**src/rtl/freq_meter_pkg.sv**
```systemverilog
// Shared constants and helpers for the gated frequency meter.
package freq_meter_pkg;

  // Top-level FSM encoding.
  localparam logic [0:0] ST_WARM = 1'b0;
  localparam logic [0:0] ST_RUN  = 1'b1;

  // Last value of the settle counter before measurement starts.
  localparam logic [1:0] SETTLE_LAST = 2'd2;

  // Gate window length in oscillator cycles.
  function automatic int gate_len(input int clock_hz, input int rate_hz);
    return clock_hz / rate_hz;
  endfunction

  // Width of the gate counter that spans 0..g-1.
  function automatic int gate_width(input int g);
    return (g <= 2) ? 1 : $clog2(g);
  endfunction

endpackage

```
**src/rtl/freq_meter_sync_edge.sv**
```systemverilog
// Two-flop synchronizer plus history flop; flags a rising edge of an
// asynchronous input when enabled.
module sync_edge (
  input  logic clock,
  input  logic reset,
  input  logic in,
  input  logic en,
  output logic rise
);

  logic s1_q, s1_d;
  logic s2_q, s2_d;
  logic p_q,  p_d;

  // Next-state of the synchronizer chain and history flop.
  always_comb begin
    s1_d = in;
    s2_d = s1_q;
    p_d  = s2_q;
  end

  // Synchronizer and history registers, cleared by reset.
  always_ff @(posedge clock) begin
    if (reset) begin
      s1_q <= 1'b0;
      s2_q <= 1'b0;
      p_q  <= 1'b0;
    end else begin
      s1_q <= s1_d;
      s2_q <= s2_d;
      p_q  <= p_d;
    end
  end

  assign rise = s2_q & ~p_q & en;

endmodule

```
**src/rtl/freq_meter.sv**
```systemverilog
// Gated frequency counter: counts rising edges of an asynchronous input over
// back-to-back windows of CLOCK/RATE cycles and publishes one result per window.
module freq_meter
  import freq_meter_pkg::*;
#(
  parameter int CLOCK = 25_000_000,
  parameter int RATE  = 1,
  parameter int WIDTH = 32
) (
  input  logic             clock,
  input  logic             reset,
  input  logic             in,
  output logic [WIDTH-1:0] count,
  output logic             valid,
  output logic             over
);

  localparam int              G      = gate_len(CLOCK, RATE);
  localparam int              GW     = gate_width(G);
  localparam logic [GW-1:0]   G_LAST = GW'(G - 1);
  localparam logic [WIDTH-1:0] ACC_MAX = {WIDTH{1'b1}};

  logic [0:0]       state_q, state_d;
  logic [1:0]       settle_q, settle_d;
  logic [GW-1:0]    g_q, g_d;
  logic [WIDTH-1:0] acc_q, acc_d;
  logic             sat_q, sat_d;
  logic [WIDTH-1:0] count_q, count_d;
  logic             over_q, over_d;
  logic             valid_q, valid_d;

  logic             run_s;
  logic             rise_s;
  logic             close_s;
  logic             acc_full_s;
  logic             sat_hit_s;
  logic [WIDTH-1:0] acc_inc_s;

  assign run_s = (state_q == ST_RUN);

  sync_edge u_sync_edge (
    .clock (clock),
    .reset (reset),
    .in    (in),
    .en    (run_s),
    .rise  (rise_s)
  );

  // Edge arithmetic shared by the accumulate and window-close paths.
  always_comb begin
    close_s    = run_s & (g_q == G_LAST);
    acc_full_s = (acc_q == ACC_MAX);
    sat_hit_s  = rise_s & acc_full_s;
    if (rise_s && !acc_full_s) begin
      acc_inc_s = acc_q + WIDTH'(1);
    end else begin
      acc_inc_s = acc_q;
    end
  end

  // FSM: settle the input path for three cycles, then run gate windows forever.
  always_comb begin
    state_d  = state_q;
    settle_d = settle_q;
    g_d      = g_q;
    case (state_q)
      ST_WARM: begin
        g_d = {GW{1'b0}};
        if (settle_q == SETTLE_LAST) begin
          state_d  = ST_RUN;
          settle_d = 2'd0;
        end else begin
          settle_d = settle_q + 2'd1;
        end
      end
      ST_RUN: begin
        if (g_q == G_LAST) begin
          g_d = {GW{1'b0}};
        end else begin
          g_d = g_q + GW'(1);
        end
      end
      default: begin
        state_d  = ST_WARM;
        settle_d = 2'd0;
        g_d      = {GW{1'b0}};
      end
    endcase
  end

  // Accumulator and published results; the closing cycle's edge joins the closing window.
  always_comb begin
    acc_d   = acc_q;
    sat_d   = sat_q;
    count_d = count_q;
    over_d  = over_q;
    valid_d = 1'b0;
    if (close_s) begin
      count_d = acc_inc_s;
      over_d  = sat_q | sat_hit_s;
      valid_d = 1'b1;
      acc_d   = {WIDTH{1'b0}};
      sat_d   = 1'b0;
    end else if (run_s) begin
      acc_d = acc_inc_s;
      sat_d = sat_q | sat_hit_s;
    end else begin
      acc_d = {WIDTH{1'b0}};
      sat_d = 1'b0;
    end
  end

  // State registers with synchronous reset; a reset discards any partial window.
  always_ff @(posedge clock) begin
    if (reset) begin
      state_q  <= ST_WARM;
      settle_q <= 2'd0;
      g_q      <= {GW{1'b0}};
      acc_q    <= {WIDTH{1'b0}};
      sat_q    <= 1'b0;
      count_q  <= {WIDTH{1'b0}};
      over_q   <= 1'b0;
      valid_q  <= 1'b0;
    end else begin
      state_q  <= state_d;
      settle_q <= settle_d;
      g_q      <= g_d;
      acc_q    <= acc_d;
      sat_q    <= sat_d;
      count_q  <= count_d;
      over_q   <= over_d;
      valid_q  <= valid_d;
    end
  end

  assign count = count_q;
  assign valid = valid_q;
  assign over  = over_q;

endmodule
```
**config.mk**
```make
export PLATFORM = sky130hd
export DESIGN_NAME = freq_meter
export DESIGN_NICKNAME = d
export VERILOG_FILES = /design/src/rtl/freq_meter_pkg.sv /design/src/rtl/freq_meter_sync_edge.sv /design/src/rtl/freq_meter.sv
export SDC_FILE = /design/constraint.sdc
export NUM_CORES = 1
export LEC_CHECK = 0
export ABC_CLOCK_PERIOD_IN_PS = 3400
export CAP_MARGIN = 5
export CORE_MARGIN = 4
export CORE_UTILIZATION = 57
export CTS_BUF_LIST = sky130_fd_sc_hd__clkbuf_16
export CTS_CLUSTER_SIZE = 20
export DETAILED_ROUTE_END_ITERATION = 8
export HOLD_SLACK_MARGIN = 0.05
export MAX_ROUTING_LAYER = met4
export PLACE_DENSITY = 0.84
export SLEW_MARGIN = 5
export SYNTH_ARGS = -nofsm -noshare
export SYNTH_HDL_FRONTEND = slang
export SYNTH_HIERARCHICAL = 1
export SYNTH_SLANG_ARGS = --single-unit
```
**constraint.sdc**
```tcl
create_clock -name clock -period 3.4 [get_ports clock]
set_clock_uncertainty 0.1 [all_clocks]
set_input_delay 0.68 -clock clock [delete_from_list [all_inputs] [get_ports clock]]
set_output_delay 0.68 -clock clock [all_outputs]
set_load 0.01 [all_outputs]
```
== Yosys cells after proc, flatten, opt, wreduce, memory -nomap -nowiden ==
Cells that the tools add are included.
W data, S select, Z words.

* Output and inout bits: 34
* Logic and storage cells: 34
* Bits in registers: 98
* Input bits: 3

* Eq/ne operators: 3
* Bitwise gates (word level): 7
* Multiplexer cells: 7
* Add/sub/neg operators: 3
* Reductions and logical operators: 3

{| class="wikitable"
|+ Operators with widths
! operator !! count
|-
| $pmux W25 S2 || 1
|-
| $add A32 B1 Y32 const B || 1
|-
| $eq A32 B32 Y1 const B || 1
|-
| $mux W32 || 1
|-
| $add A25 B1 Y25 const B || 1
|-
| $eq A25 B25 Y1 const B || 1
|-
| $mux W25 || 1
|-
| $and A1 B1 Y1 || 4
|-
| $mux W1 || 3
|-
| $reduce_or A3 Y1 || 1
|-
| $add A2 B1 Y2 const B || 1
|-
| $eq A2 B2 Y1 const B || 1
|-
| $mux W2 || 1
|-
| $not A1 Y1 || 2
|-
| $logic_and A1 B1 Y1 || 1
|-
| $logic_not A1 Y1 || 1
|-
| $or A1 B1 Y1 || 1
|}

== Longest topological paths before layout ==
* Word-level depth: 5
* Depth in mapped cells: 8
* Depth with buffers taken out: 7

== Cells and area by module ==
Netlist, hierarchy kept.

{| class="wikitable"
|+ By module, submodules not included
! module !! sequential area each (um^2) !! instances !! area each (um^2) !! cells an instance
|-
| freq_meter || 1901.8 || 1 || 3951.3 || 440
|-
| sync_edge || 60.1 || 1 || 87.6 || 7
|}

== Worst setup path after synthesis ==
Ideal clock, no wire load.

* Kind: register to register
* Start: reg g_q[15]
* End: reg count_q[19] (netlist: count[19])
* Clock period less this slack: 2.326 ns
* Cell stages (with the launch flop): 8
* Setup slack: 1.074 ns
* Data arrival time: 2.084 ns
* Library setup time: 0.142 ns
* Buffers on the path: 2
* Data required time: 3.158 ns
* Cells stage by stage: dfxtp_1 or4b_1 or3_1 or4_4 nor2_4 buf_6 buf_2 a211oi_1

* Longest elaborated chain between the ends: 2

{| class="wikitable"
|+ Ends and longest elaborated chain
! element !! line !! text
|-
| from (decl) || freq_meter.sv:25 || <nowiki>logic [GW-1:0] g_q, g_d;</nowiki>
|-
| from (signal assigned) || freq_meter.sv:118 || <nowiki>g_q <= {GW{1'b0}};</nowiki>
|-
| from (signal assigned) || freq_meter.sv:127 || <nowiki>g_q <= g_d;</nowiki>
|-
| $eq A25 B25 Y1 || freq_meter.sv:51 || <nowiki>close_s = run_s & (g_q == G_LAST);</nowiki>
|-
| $and A1 B1 Y1 || freq_meter.sv:51 ||
|-
| to (signal assigned) || freq_meter.sv:121 || <nowiki>count_q <= {WIDTH{1'b0}};</nowiki>
|-
| to (signal assigned) || freq_meter.sv:130 || <nowiki>count_q <= count_d;</nowiki>
|-
| to (decl) || freq_meter.sv:28 || <nowiki>logic [WIDTH-1:0] count_q, count_d;</nowiki>
|}

Every way passes these cells.
A chain may end at the register's enable or synchronous reset.

== Worst setup path in the final report ==
* Start: reg g_q[15]
* End: reg count_q[5] (netlist: count[5])

Same word-level chain as after synthesis.

==> results.md <==
* Most used standard cell by instance count after synthesis: sky130_fd_sc_hd__nor2_1
* Slowest stage delay, CP at approximately 580 ps
* Hold WS at around 340 ps
* Share of total power in combinational logic at 0.018
* IR Drop Worst-Case VDD at between 0.2 and 0.3 mV
* Start point of the critical path: g_q[15]
* Crit path required time at 3560 ps
* Combined area of the multi-input logic cells at 1950 µm²
* Flip-flop cell with the highest count after synthesis: sky130_fd_sc_hd__dfxtp_1
* Max transition margin at 0.513
* Pin count of the biggest net entering global routing at 43
* Area taken by flip-flops and latches at between 1500 and 2000 µm²
* Internal Dissipation at between 1.5 and 2 mW
* Yosys warning total at 6
* Count of clock tree sinks at 98
* Filler instances at 513
* Worst-Skew Late Latency at roughly 340 ps
* Effective utilization at floorplan at 0.591
* Unrepaired setup endpoints after global routing: false
* Critical path's top delay family: simple AND/OR/NAND/NOR gates
* Total routed wirelength at 8200 µm
* Clock tree root buffer cell: sky130_fd_sc_hd__clkbuf_16
* Mapped Cells at around 450
* Share of post-route cells with drive strength above 1 at 0.0680
* Die extent in y at 92.2 µm
* Final-stage net count at 485
* GP Congestion at ~0.85
* Clock period minus worst slack at approximately 2600 ps
* Clock tree from TritonCTS: yes
* Largest cells by area after synthesis: sky130_fd_sc_hd__dfxtp_1, sky130_fd_sc_hd__nor2_1, sky130_fd_sc_hd__xor2_1, sky130_fd_sc_hd__a211oi_1, sky130_fd_sc_hd__xnor2_1
* Fmax at slightly below 400 MHz
* Post-route antenna net violation count at 0
* Post-Syn Area per Cell at between 9 and 10 µm²
* Post-route DRC violation count at 0
* Average wire per cell in the routed design at around 14 µm
* Net count after synthesis at roughly 450
* Cell taking the most area after synthesis: sky130_fd_sc_hd__dfxtp_1
* Total of buffers placed on input and output ports at 36
* Placed wire-length estimate at around 5700 µm
* Count of TritonRoute iterations in the first routing pass at 6
* Post-synth ARST share at 0
* Critical path class: flop to flop
* Count of state elements after synthesis at between 90 and 100
* Number of enable flip-flop cells after synthesis at 0
* Die span in x at around 92 µm
* Number of H-tree branching levels at 3
* Total number of placement rows at 30
* Final setup violation count at 0
* Fin Setup TNS at 0 ps
* Wire length of the first global-routing pass at 14100 µm
* Detailed router's first-iteration violation count at approximately 200
* Pwr per Cell Area at 475 nW/µm²
* Hold/Removal Path Class: flop to flop
* # IOs at 37
* Clock transition time at the flip-flop clock pins of the worst setup and hold paths at 70 ps
* Distinct cell type count of the synthesized netlist at 39
* Leakage dissipation at about 1.5 nW
* Slowest cell on the critical path: sky130_fd_sc_hd__and2_1
* Status: completed
* Number of global-route vias before repair at about 3000
* Floorplan die area at roughly 8500 µm²
* Power, Total at 2.27 mW
* Clock group share of total power at 0.469
* Critical path cell sequence: or4b_1, or3_1, nor4_1, and2_1, nor2_1, a211oi_1
* Hold Startpoint: g_q[0]
* Antenna violations before repair at 0
* Reg2reg start: g_q[15]
* Total of max-cap violations at 0
* Core Area at 6830 µm²
* Final count of hold timing violations at 0
* Total congestion overflow at 0
* Final period utilization at 0.762
* Sequential area share after synthesis at 0.486
* Number of gates resized after CTS at 0
* Total via count after detailed routing at 3216
* Worst Setup Start Kind: flop
* Slew at the pin closest to its max-slew limit at 725 ps
* Arrival @ worst endpoint at ~2800 ps
* Largest fanout of any net on the critical path at 18
* Switching part of the total power at 0.201
* Crit path capture type: flop
* Top-area cell type share of the netlist area at 0.486
* Vias per std cell at roughly 5.5
* Flop pwr share at 0.513
* Antenna cell count at 0
* Switching Power at around 460 µW
* Cts bufs inserted at 9
* Most numerous cell types in the synthesized netlist: sky130_fd_sc_hd__nor2_1, sky130_fd_sc_hd__dfxtp_1, sky130_fd_sc_hd__xor2_1, sky130_fd_sc_hd__nand2_1
* Count of buffer and inverter cells on the critical path at 0
* Post-CTS Repair Setup Buffers at 0
* Total global routing track utilization at 0.210
* Synthesis-to-layout area growth at 18.1%
* Maximum clock insertion buffer count at 2
* Hold buffer count at cts at 0
* Synthesized area at 4040 µm²
* Total count of max-transition violations in the final report at 0
## power by group through the flow
stage | logic (mW) | registers [mW] | clock network (mW)
floorplan | 0.0311 | 1.19 | 0
global placement | 0.0395 | 1.19 | 0
detailed placement | 0.0413 | 1.19 | 0
CTS | 0.0415 | 1.16 | 1.07
global route | 0.0460 | 1.16 | 1.13
finish | 0.0413 | 1.16 | 1.06
## final timing paths
check             endpoint  slack [ps]  depth (start not counted)
setup / recovery  count[5]         810                          6
hold / removal      g_q[0]         340                          1
setup reg to reg  count[5]         810                          6
hold reg to reg     g_q[0]         340                          1
## layout by cell type (no fill, tap or decap), types with 7 or more instances in the layout
master / n
sky130_fd_sc_hd__clkdlybuf4s50_1: 36
sky130_fd_sc_hd__xnor2_1: 18
sky130_fd_sc_hd__a211oi_2: 10
sky130_fd_sc_hd__nor3_1: 8
sky130_fd_sc_hd__nand2_1: 23
sky130_fd_sc_hd__and3_1: 8
sky130_fd_sc_hd__nor2_1: 105
sky130_fd_sc_hd__a211oi_1: 22
sky130_fd_sc_hd__nand4_1: 22
sky130_fd_sc_hd__nand3_1: 21
sky130_fd_sc_hd__clkbuf_16: 9
sky130_fd_sc_hd__xor2_1: 32
sky130_fd_sc_hd__dfxtp_1: 98
sky130_fd_sc_hd__a21oi_1: 7
## metal layers
layer	wire [µm]	part of all wire	track usage
met1	3510	0.43	0.250
met2	4190	0.51	0.355
met3	360	0.044	0.0353
met4	138	0.017	0.0829
met5	0	0	-
## logic make-up (layout without fill, tap and decap cells)
logic type | count (synthesis) | in the layout | share of synthesized area
muxes | 3 | 3 | 0.00774
adders and majority gates | 2 | 2 | 0.00619
and+or+nand+nor | 221 | 221 | 0.264
AOI/OAI and AO/OA | 48 | 48 | 0.0954
buffers and inverters | 25 | 63 | 0.0322
xor gates and xnor gates | 50 | 50 | 0.108
DFF | 98 | 98 | 0.486
## through the flow
stage                     std cells   util  setup slack [ps]  instance area [µm²]
after floorplan                 447      -              1070                 4040
after global placement          565  0.652               898                 4450
after detailed placement        565  0.652               811                 4450
after CTS                       581  0.698               797                 4770
after global routing            581  0.698               622                 4770
final                           581  0.698               809                 4770
## cell type report
class | count | area share
tap | 96 | 0.0252
sequential | 98 | 0.411
clock inverter | 7 | 0.0194
clock buffer | 9 | 0.0472
timing repair buffer | 42 | 0.0850
multi-input combinational | 324 | 0.408
inverter | 5 | 0.00393
## registers in the layout, summed over array words and instances (netlist names)
| register | count |
|---|---|
| g_q | 25 |
| sat_q | 1 |
| u_sync_edge/p_q | 1 |
| valid | 1 |
| acc_q | 32 |
| u_sync_edge/s1_q | 1 |
| u_sync_edge/p_d | 1 |
| settle_q | 2 |
| run_s | 1 |
| over | 1 |
| count | 32 |
No activity file was read; power rests on OpenSTA's default activity.
==> RTL change 1 (same flow settings) <==
The output `valid` loses its register stage (`valid_q` becomes a continuous assignment).
--- a/src/rtl/freq_meter.sv
+++ b/src/rtl/freq_meter.sv
@@ -120,7 +120,6 @@
       sat_q    <= 1'b0;
       count_q  <= {WIDTH{1'b0}};
       over_q   <= 1'b0;
-      valid_q  <= 1'b0;
     end else begin
       state_q  <= state_d;
       settle_q <= settle_d;
@@ -129,9 +128,10 @@
       sat_q    <= sat_d;
       count_q  <= count_d;
       over_q   <= over_d;
-      valid_q  <= valid_d;
     end
   end
+
+  assign valid_q = valid_d;
 
   assign count = count_q;
   assign valid = valid_q;
Formal check against the unedited RTL: no difference found for any inputs over 10 cycles, from zero or initial values and one cycle with reset high; that may be too few to reach the edited logic, so the function may still have changed.
==> RTL change 1 against the original RTL <==
- total power is 3.3% higher
- final area decreased by 1.6%
- first-iteration DRC count shrank 36%
- critical path depth is 1 lower
- register-to-register slack got worse by 120 ps
- routed wire length grew 2.3%
- cell count decreased by 3.8%
- synthesized area down 3.2%
- worst setup slack worse by 550 ps
- sequential cell count shrank 1
- global-route usage increased by 1.1 points
- sequential share of layout area up 0.23 points
- maximum frequency is 17% lower
==> RTL change 1: results (changes against the original RTL) <==
[metrics] placed instance count: 543 (-3.9%)
[metrics] minimum period implied by the final worst setup slack: 3140 ps (+548 ps)
[metrics] fin nets: 482 (-0.62%)
[metrics] die extent in x: 90.8 um (-1.5%)
[metrics] multi-input combinational area share: 40.0% (-0.76 points)
[metrics] syn nets: 447 (-1.1%)
[metrics] arrival time of the worst setup path: 2360 ps (-390 ps)
[metrics] worst hold-check slack: 334 ps (-9.38 ps)
[metrics] pin count of the biggest net entering global routing: 41 (-4.7%)
[metrics] sequential fraction of total cell area: 41.4% (+0.23 points)
[metrics] routability congestion estimate: 0.905 (+6.1%)
[metrics] worst r2r path cells: 7 (+1)
[metrics] number of gates resized after cts: 4 (+4)
[metrics] via count: 3225 (+0.28%)
[metrics] peak supply drop: 0.368 mV (+26%)
[metrics] wire per inst: 15.0 um (+6.4%)
[metrics] total non-filler cell area in the finished layout: 4700 sq um (-1.6%)
[metrics] Netlist cell types: 35 (-10%)
[metrics] fill cell count: 484 (-5.7%)
[metrics] amount of wire on met3 after detailed routing: 307 um (-15%)
[metrics] global routing usage on met3: 3.83% (+0.31 points)
[metrics] worst slew margin relative to its limit: 53.9% (+2.6 points)
[metrics] GR Layer Usage met2: 38.0% (+2.6 points)
[metrics] total length of routed met2 wires: 4280 um (+2.1%)
[metrics] Pleak: 1.48 nW (-0.21%)
[metrics] NonClk Buf Share: 8.93% (+0.43 points)
[metrics] outcome: completed
[metrics] maximum fanout count along the critical path: 3 (-15)
[metrics] met1 global-route usage: 25.4% (+0.44 points)
[metrics] per-cell via count in the routed design: 5.77 (+4.2%)
[metrics] count of multi-input combinational gates: 321 (-0.93%)
[metrics] met1 layer wirelength in the final routing: 3660 um (+4.3%)
[metrics] number of non-clock buffers: 44 (+4.8%)
## RTL change 1: changes by cell type in the layout (fill, tap and decap cells not counted), moves of 3 or more
cell,change
sky130_fd_sc_hd__a211oi_2,-10
sky130_fd_sc_hd__o21ai_0,-4
sky130_fd_sc_hd__nor2_1,+3
sky130_fd_sc_hd__and3_1,-3
sky130_fd_sc_hd__and2_1,-3
sky130_fd_sc_hd__or4_1,+3
sky130_fd_sc_hd__nor3_1,+6
sky130_fd_sc_hd__or3_1,-3
sky130_fd_sc_hd__nor4_1,-3
sky130_fd_sc_hd__a211oi_1,+8
sky130_fd_sc_hd__xnor2_1,+3
## RTL change 1: worst max-delay path: stages, from the launching register on
cell and delay, ps:
sky130_fd_sc_hd__dfxtp_1 330, sky130_fd_sc_hd__or4_1 520, sky130_fd_sc_hd__or4_4 560, sky130_fd_sc_hd__nor4_4 150, sky130_fd_sc_hd__and2_4 200, sky130_fd_sc_hd__dlygate4sd2_1 270
## RTL change 1: power breakdown
| group | leakage, nW | switching [mW] | internal [mW] |
|---|---|---|---|
| sequential | 0.782 | 0.00804 | 1.14 |
| combinational | 0.532 | 0.0262 | 0.0138 |
| clock | 0.170 | 0.430 | 0.720 |
## RTL change 1: how the worst max path moves through the flow
stage	depth (start not counted)	to
2_1_floorplan	6	valid
3_3_place_gp	5	valid
3_5_place_dp	5	valid
4_1_cts	5	valid
5_1_grt	5	valid
6_report	5	valid
## RTL change 1: kinds of logic (layout without fill, tap and decap cells)
group,count (synthesis),in the layout,share of synthesized area (%)
AND/OR/NAND/NOR,222,222,27.1
flip-flops,97,97,49.7
XOR/XNOR,51,51,11.4
AO/OA/AOI/OAI,44,44,7.97
buffers and inverters,24,64,2.69
adder cells (fa/ha/maj),2,2,0.640
multiplexers,2,2,0.512
==> RTL change 2 (same settings) <==
Without the edit above. `WIDTH`: 32 -> 24.
--- a/src/rtl/freq_meter.sv
+++ b/src/rtl/freq_meter.sv
@@ -5,7 +5,7 @@
 #(
   parameter int CLOCK = 25_000_000,
   parameter int RATE  = 1,
-  parameter int WIDTH = 32
+  parameter int WIDTH = 24
 ) (
   input  logic             clock,
   input  logic             reset,
Interface: changed (resized count); port bits go from 37 to 29. The function was not compared with the original's and may differ.
==> RTL change 2 against the original RTL <==
- utilization is 0.96 points higher
- global-route usage fell by 1.7 points
- routed wire length is 24% lower
- maximum frequency shrank 8.3%
- synthesized area fell by 18%
- total power fell by 13%
- final area is 17% lower
- worst setup slack got worse by 230 ps
- critical path depth stayed put
- worst hold slack improved by 7.9 ps
- sequential share of layout area grew 0.48 points
- synthesized cell count shrank 18%
- sequential cell count decreased by 16
- largest power group unchanged
==> RTL change 2: results (changes against the original RTL) <==
[metrics] Worst path max stage delay: 620 ps (+40 ps)
[metrics] Pre-Repair DR Iteration Count: 4 (-2)
[metrics] wire per inst: 13.2 um (-6.4%)
[metrics] commonest cells in the synthesized netlist: sky130_fd_sc_hd__nor2_1, sky130_fd_sc_hd__dfxtp_1, sky130_fd_sc_hd__xor2_1
[metrics] multiplexer share of the synthesized area: 0.602% (-0.17 points)
[metrics] post-detailed-placement cell area: 3650 sq um (-18%)
[metrics] fill cell count: 423 (-18%)
[metrics] HPWL after detailed placement: 4260 um (-25%)
[metrics] Initial DRC Count: 184 (-6.1%)
[metrics] clock share of power: 48.9% (+2.0 points)
[metrics] post-synthesis share of cell area spent on xor and xnor gates: 11.8% (+1.0 points)
[metrics] peak supply drop: 0.326 mV (+12%)
[metrics] arrival time of the worst setup path: 2990 ps (+240 ps)
[metrics] synth top area cells: sky130_fd_sc_hd__dfxtp_1, sky130_fd_sc_hd__nor2_1, sky130_fd_sc_hd__xor2_1, sky130_fd_sc_hd__a211oi_1, sky130_fd_sc_hd__xnor2_1
[metrics] number of instances in the synthesized netlist: 365 (-18%)
[metrics] per-cell via count in the routed design: 5.47 (-1.2%)
[metrics] number of buffers added on ports: 28 (-22%)
[metrics] Pleak: 1.25 nW (-16%)
[metrics] clock latency on the worst-skew pair: 320 ps (-20 ps)
[metrics] outcome: completed
[metrics] Setup WS pre-CTS: 618 ps (-194 ps)
[metrics] all-layer global routing usage: 19.3% (-1.7 points)
[metrics] fraction of final layout cells with drive strength greater than 1: 5.53% (-1.3 points)
[metrics] final wirelength: 6210 um (-24%)
[metrics] placed instance count: 455 (-19%)
[metrics] fraction of the mapped netlist area in adder cells: 0.752% (+0.13 points)
[metrics] clock transition at the registers of the reported paths: 50 ps (-20 ps)
[metrics] slowest stage cell on the critical path: sky130_fd_sc_hd__or4_4
[metrics] P per Cell Area: 501 nW/um^2 (+5.6%)
-- RTL change 2: changes by cell type in the layout (fill, tap and decap cells not counted), moves of 5 or more --
cell	change
sky130_fd_sc_hd__clkdlybuf4s50_1	-8
sky130_fd_sc_hd__xor2_1	-6
sky130_fd_sc_hd__and4_1	-5
sky130_fd_sc_hd__dfxtp_1	-16
sky130_fd_sc_hd__nand3_1	-5
sky130_fd_sc_hd__a211oi_2	-10
sky130_fd_sc_hd__nor2_1	-20
sky130_fd_sc_hd__nand4_1	-7
sky130_fd_sc_hd__nand2_1	-5
-- RTL change 2: path summary, 6_finish.rpt --
| kind | from | depth (start not counted) | slack, ps | endpoint |
|---|---|---|---|---|
| worst max-delay path | g_q[10] | 6 | 570 | count[12] |
| worst min-delay path | u_sync_edge/s1_q | 1 | 350 | u_sync_edge/p_d |
| worst max register to register | g_q[10] | 6 | 570 | count[12] |
| worst min register to register | u_sync_edge/s1_q | 1 | 350 | u_sync_edge/p_d |
-- RTL change 2: kinds of logic after synthesis --
kind of cell	after synthesis
compound gates	31
xor+xnor	45
fa+ha+maj	2
buf+inv	21
flops	82
mux	2
simple gates	182
-- RTL change 2: cell type report --
type                       instances  area [sq um]  area share [%]
clock inverter                     6          75.1            1.90
sequential                        82          1640            41.6
clock buffer                       9           225            5.71
multi-input combinational        262          1580            40.0
inverter                           7          26.3           0.666
tap                               72          90.1            2.28
timing repair buffer              32           310            7.86
-- RTL change 2: metal layers --
metal	vias to the layer above	global-route usage (%)	wire length, um
met3	8	4.81	221
met5	-	-	0
met4	0	6.33	76
li1	1312	-	-
met1	1200	22.0	2700
met2	50	33.4	3220
